===== src/rtl/cpu_pkg.sv =====
// Shared definitions for the instruction-fetch sequencer: bus widths, the halt
// opcode, the sequencer state encoding and a saturating counter helper.
package cpu_pkg;

    localparam int ADDR_W = 10;
    localparam int DATA_W = 8;
    localparam int CNT_W  = 16;

    localparam logic [DATA_W-1:0] HALT_OP  = 8'hFF;
    localparam logic [ADDR_W-1:0] RESET_PC = 10'd0;
    localparam logic [ADDR_W-1:0] PC_MAX   = 10'h3FF;
    localparam logic [CNT_W-1:0]  CNT_MAX  = 16'hFFFF;

    typedef enum logic [2:0] {
        IDLE  = 3'd0,
        FETCH = 3'd1,
        WAIT  = 3'd2,
        ISSUE = 3'd3,
        HALT  = 3'd4
    } seq_state_t;

    // Increment that sticks at all-ones instead of wrapping.
    function automatic logic [CNT_W-1:0] sat_inc(input logic [CNT_W-1:0] value);
        if (value == CNT_MAX) begin
            return value;
        end else begin
            return value + 16'd1;
        end
    endfunction

endpackage


===== src/rtl/program_sequencer.sv =====
// Fetches one bytecode instruction at a time from program memory and hands it
// to the execute unit over valid/ready, following branch redirects until halt.
module program_sequencer
    import cpu_pkg::*;
(
    input  logic              clk,
    input  logic              rst,
    input  logic              enable,
    output logic              mem_re,
    output logic [ADDR_W-1:0] mem_addr,
    input  logic [DATA_W-1:0] mem_rdata,
    output logic              instr_valid,
    output logic [DATA_W-1:0] instr,
    input  logic              instr_ready,
    input  logic              branch_valid,
    input  logic [ADDR_W-1:0] branch_target,
    output logic [ADDR_W-1:0] pc,
    output logic              running,
    output logic              halted,
    output logic              fault,
    output logic [CNT_W-1:0]  retire_cnt
);

    seq_state_t        state_r, state_s;
    logic [ADDR_W-1:0] pc_r, pc_s;
    logic [DATA_W-1:0] instr_r, instr_s;
    logic              valid_r, valid_s;
    logic [CNT_W-1:0]  cnt_r, cnt_s;
    logic              halted_r, halted_s;
    logic              fault_r, fault_s;
    logic              mem_re_r;
    logic              running_r;
    logic              accept_s;

    // Next-state and datapath decisions for the fetch/issue sequence.
    always_comb begin
        state_s  = state_r;
        pc_s     = pc_r;
        instr_s  = instr_r;
        valid_s  = valid_r;
        cnt_s    = cnt_r;
        halted_s = halted_r;
        fault_s  = fault_r;
        accept_s = (state_r == ISSUE) && valid_r && instr_ready;

        case (state_r)
            IDLE: begin
                if (enable) begin
                    state_s = FETCH;
                end else begin
                    state_s = IDLE;
                end
            end
            FETCH: begin
                if (enable) begin
                    state_s = WAIT;
                end else begin
                    state_s = IDLE;
                end
            end
            WAIT: begin
                // Dropping enable here discards the returning byte; pc is kept so it is refetched.
                if (!enable) begin
                    state_s = IDLE;
                end else if (mem_rdata == HALT_OP) begin
                    state_s  = HALT;
                    halted_s = 1'b1;
                end else begin
                    instr_s = mem_rdata;
                    valid_s = 1'b1;
                    state_s = ISSUE;
                end
            end
            ISSUE: begin
                if (accept_s) begin
                    cnt_s   = sat_inc(cnt_r);
                    valid_s = 1'b0;
                    if (branch_valid) begin
                        pc_s    = branch_target;
                        state_s = enable ? FETCH : IDLE;
                    end else if (pc_r == PC_MAX) begin
                        fault_s  = 1'b1;
                        halted_s = 1'b1;
                        state_s  = HALT;
                    end else begin
                        pc_s    = pc_r + 10'd1;
                        state_s = enable ? FETCH : IDLE;
                    end
                end else if (!enable) begin
                    valid_s = 1'b0;
                    state_s = IDLE;
                end else begin
                    state_s = ISSUE;
                end
            end
            HALT: begin
                state_s = HALT;
            end
            default: begin
                state_s = IDLE;
                valid_s = 1'b0;
            end
        endcase
    end

    // State, datapath and registered status outputs.
    always_ff @(posedge clk) begin
        if (rst) begin
            state_r   <= IDLE;
            pc_r      <= RESET_PC;
            instr_r   <= 8'h00;
            valid_r   <= 1'b0;
            cnt_r     <= 16'h0000;
            halted_r  <= 1'b0;
            fault_r   <= 1'b0;
            mem_re_r  <= 1'b0;
            running_r <= 1'b0;
        end else begin
            state_r   <= state_s;
            pc_r      <= pc_s;
            instr_r   <= instr_s;
            valid_r   <= valid_s;
            cnt_r     <= cnt_s;
            halted_r  <= halted_s;
            fault_r   <= fault_s;
            mem_re_r  <= (state_s == FETCH);
            running_r <= (state_s == FETCH) || (state_s == WAIT) || (state_s == ISSUE);
        end
    end

    assign mem_re      = mem_re_r;
    assign mem_addr    = pc_r;
    assign instr_valid = valid_r;
    assign instr       = instr_r;
    assign pc          = pc_r;
    assign running     = running_r;
    assign halted      = halted_r;
    assign fault       = fault_r;
    assign retire_cnt  = cnt_r;

endmodule

===== config.mk =====
export PLATFORM = sky130hd
export DESIGN_NAME = program_sequencer
export DESIGN_NICKNAME = d
export VERILOG_FILES = /design/src/rtl/cpu_pkg.sv /design/src/rtl/program_sequencer.sv
export SDC_FILE = /design/constraint.sdc
export NUM_CORES = 1
export LEC_CHECK = 0
export CORE_UTILIZATION = 32
export DETAILED_ROUTE_END_ITERATION = 12
export SLEW_MARGIN = 20
export SYNTH_ARGS = -nofsm -noshare
export SYNTH_HDL_FRONTEND = slang
export SYNTH_SLANG_ARGS = --single-unit

===== constraint.sdc =====
create_clock -name clk -period 1.45 [get_ports clk]
set_input_delay 0.2175 -clock clk [delete_from_list [all_inputs] [get_ports clk]]
set_output_delay 0.2175 -clock clk [all_outputs]
set_load 0.1 [all_outputs]

==> flow_metrics.py <==
metrics = {
    "cells_and_area": {
        "mostFrequentLayoutCells": "buf_12, buf_4, nor2_1",
        "area_delta_synth_final_pct": 90.3,
        "fill_cells": 562,
        "finish.instance_area_sq_mm": 0.00433,
        "utilization": 0.633,
        "instances_no_fill": 470,
        "diodes": 0,
        "fin_nets": 398,
        "drive_gt1_frac": 0.505,
    },
    "place": {
        "port_buffers": 71,
        "placed_area_sq_mm": 0.00400,
        "gp_congestion": 0.912,
        "placed_cells": 455,
        "pre_cts_slack_ps": -432,
        "hpwlAfterDp_um": 4670,
    },
    "timing": {
        "rsz0062_at_grt": "yes",
        "period_minus_slack_ps": 1460,
        "setup_viol": 3,
        "hold_violations": 0,
        "hold_ws_ps": 194,
        "maxSlewHeadroom": 0.780,
        "worst_pin_slew_ps": 329,
        "setup_ws_ps": -11.2,
        "finalMaxSlewViolations": 0,
        "timing.fmax_mhz": 684,
        "min_period_over_period": 1.01,
        "fin_skew_ps": 7.06,
    },
    "run_status": {
        "status": "complete, but fails checks",
        "violations": "setup timing",
    },
    "routing": {
        "vias_per_cell": 4.95,
        "firstDrtPassIters": 4,
        "avgRoutedWirePerCell_um": 13.6,
        "drt_iter0_markers": 65,
        "post-route-drc-count": 0,
        "dr_total_vias": 2327,
        "wirelength_um": 6410,
        "ant_nets": 0,
    },
    "pwr": {
        "power_density_mw_per_mm2": 505,
        "power.internal_w": 0.00162,
        "combPwrFrac": 0.125,
        "switchingPower_w": 0.000559,
        "clkPwrFrac": 0.360,
        "vdd_drop_max_v": 0.000470,
        "swShare": 0.256,
        "seqPwrFrac": 0.515,
        "p_leak_nw": 1.78,
    },
    "critical_path": {
        "start_kind": "flip-flop",
        "rr_startpoint": "mem_addr[0]$_SDFFE_PP0P_",
        "crit_chain": "buf_4 > and3_1 > nand3_4 > o31ai_1 > nand2_1 > a21oi_2",
        "worstPathArrival_ps": 1680,
        "cpPeakStageDelay_ps": 360,
        "crit_required_ps": 1670,
        "cp-startpoint": "mem_addr[0]$_SDFFE_PP0P_",
        "end_kind": "flip-flop",
        "critPathSlowestCell": "dfxtp_4",
        "path_class": "reg -> reg",
        "cp_max_fo": 7,
    },
    "min_path": {
        "hold_start": "mem_rdata[6]",
        "hold_path.class": "in -> reg",
    },
    "floorplan": {
        "core_area_sq_mm": 0.00683,
        "num_io_pins": 72,
        "die_h_um": 86.3,
        "rows": 30,
        "dieArea_sq_mm": 0.00745,
        "start_util": 0.333,
        "die_w_um": 86.3,
    },
    "cts": {
        "cts_tree": "done",
        "cts_made_buffers": 5,
        "clkTransAtPathRegs_ps": 80,
        "cts_sinks": 42,
        "h-tree-depth": 2,
        "clock_latency_ps": 300,
        "cts_buffer_depth": 2,
        "cts_root_buf": "clkbuf_8",
    },
    "synth": {
        "synthArstFlopShare": 0,
        "synthesis.nets": 287,
        "seq_area_frac_synth": 0.370,
        "yosys_register_bits": 42,
        "synth_edf_count": 0,
        "avgSynthCellArea_sq_um": 8.68,
        "synth.yosys.warnings": 0,
        "netlist_instances": 262,
        "synth_ff_type": "dfxtp_1",
        "synth_cell_types": 51,
        "synth_area_sq_mm": 0.00227,
    },
    "flow_run": {
        "maxCapViolCount": 0,
    },
    "global_routing": {
        "grt_pass1_wl_um": 10200,
        "grt.overflow.total": 0,
        "grt_pass1_vias": 2195,
        "grt_max_degree": 28,
        "antenna_found_initial": 0,
        "gr-usage-all-layers": 0.172,
    },
}
per-stage QoR:
stage               total power (W)  setup TNS, ps
floorplan                   0.00129          -3190
global placement            0.00141         -11220
detailed placement          0.00141         -12670
CTS                         0.00221          -53.6
global route                0.00229          -1540
finish                      0.00218          -18.2
critical path: cells and delay by family (launching register included):
kind | cells | cell delay, ps
AO/OA/AOI/OAI | 2 | 360
buffers and inverters | 1 | 170
AND/OR/NAND/NOR | 3 | 490
flip-flops | 1 | 360
registers in the layout, indices dropped and copies added, names as in the netlist:
name         cells
retire_cnt      16
mem_addr        10
instr            8
state_r          3
fault            1
halted           1
instr_valid      1
mem_re           1
running          1
Yosys cell counts (2+ instances only):
master	number	area share
nor2b_1	4	0.011
nor3_1	7	0.015
nor3_4	2	0.014
xnor2_1	12	0.046
nand2b_1	6	0.017
mux2i_1	10	0.044
o31ai_1	7	0.023
inv_1	6	0.0099
nand4_2	2	0.011
and3_1	3	0.0083
clkbuf_1	5	0.0083
o21ai_0	11	0.024
or3_1	2	0.0055
a31oi_1	6	0.017
o41ai_1	2	0.0077
nor2_2	2	0.0055
nor2_1	30	0.050
nand3_1	13	0.029
nor4_1	2	0.0055
ha_1	2	0.011
dfxtp_1	42	0.37
buf_4	13	0.043
nand2_1	20	0.033
nand4_1	5	0.014
nor3b_1	3	0.0099
buf_6	2	0.0099
nand4_4	2	0.019
and3_2	2	0.0066
a21oi_1	13	0.029
a211oi_1	3	0.0099
a21o_1	3	0.0099
area by class of cell:
type	instances	area [sq um]	share of cell area
inverter	6	22.5	0.00521
sequential	42	945	0.218
clock buffer	7	86.3	0.0200
multi-input combinational	192	1490	0.345
timing repair buffer	126	1660	0.383
clock inverter	1	5.00	0.00116
tap	96	120	0.0278
metal layers:
metal,up-vias,global-route usage,wire length [um]
met3,6,0.0410,321
met1,1110,0.212,2790
met5,-,0,0
li1,1142,-,-
met4,0,0.0500,58
met2,69,0.297,3240
power groups by stage:
stage          Combinational, W  Clock, W  Sequential [W]
3_5_place_dp           0.000263         0         0.00115
5_1_grt                0.000289  0.000878         0.00113
6_report               0.000274  0.000785         0.00112
2_1_floorplan         0.0000873         0         0.00120
3_3_place_gp           0.000262         0         0.00115
4_1_cts                0.000266  0.000823         0.00112
what timing repair did:
item | 4_1_cts | 5_1_grt
resized for setup | 12 | 37
pin swaps | 7 | 23
buffers inserted | 3 | 6
setup endpoints to repair | 26 | 36
gates cloned | 0 | 0
hold buffers | 0 | 0
logic make-up after synthesis:
| family | count (synthesis) | share of synthesized area |
|---|---|---|
| AND/OR/NAND/NOR | 115 | 0.299 |
| AO/OA/AOI/OAI | 53 | 0.151 |
| flip-flops | 42 | 0.370 |
| buffers and inverters | 28 | 0.0792 |
| XOR/XNOR | 12 | 0.0462 |
| multiplexers | 10 | 0.0440 |
| adder cells (fa/ha/maj) | 2 | 0.0110 |
worst paths after layout:
check / to / slack [ps] / cells past startpoint
worst max-delay path: mem_addr[5]$_SDFFE_PP0P_ / -10 / 6
worst min-delay path: instr[6]$_SDFFE_PP0P_ / 190 / 3
worst max register to register: mem_addr[5]$_SDFFE_PP0P_ / -10 / 6
worst min register to register: retire_cnt[1]$_SDFFE_PP0P_ / 540 / 2
(Power assumes the default switching activity.)
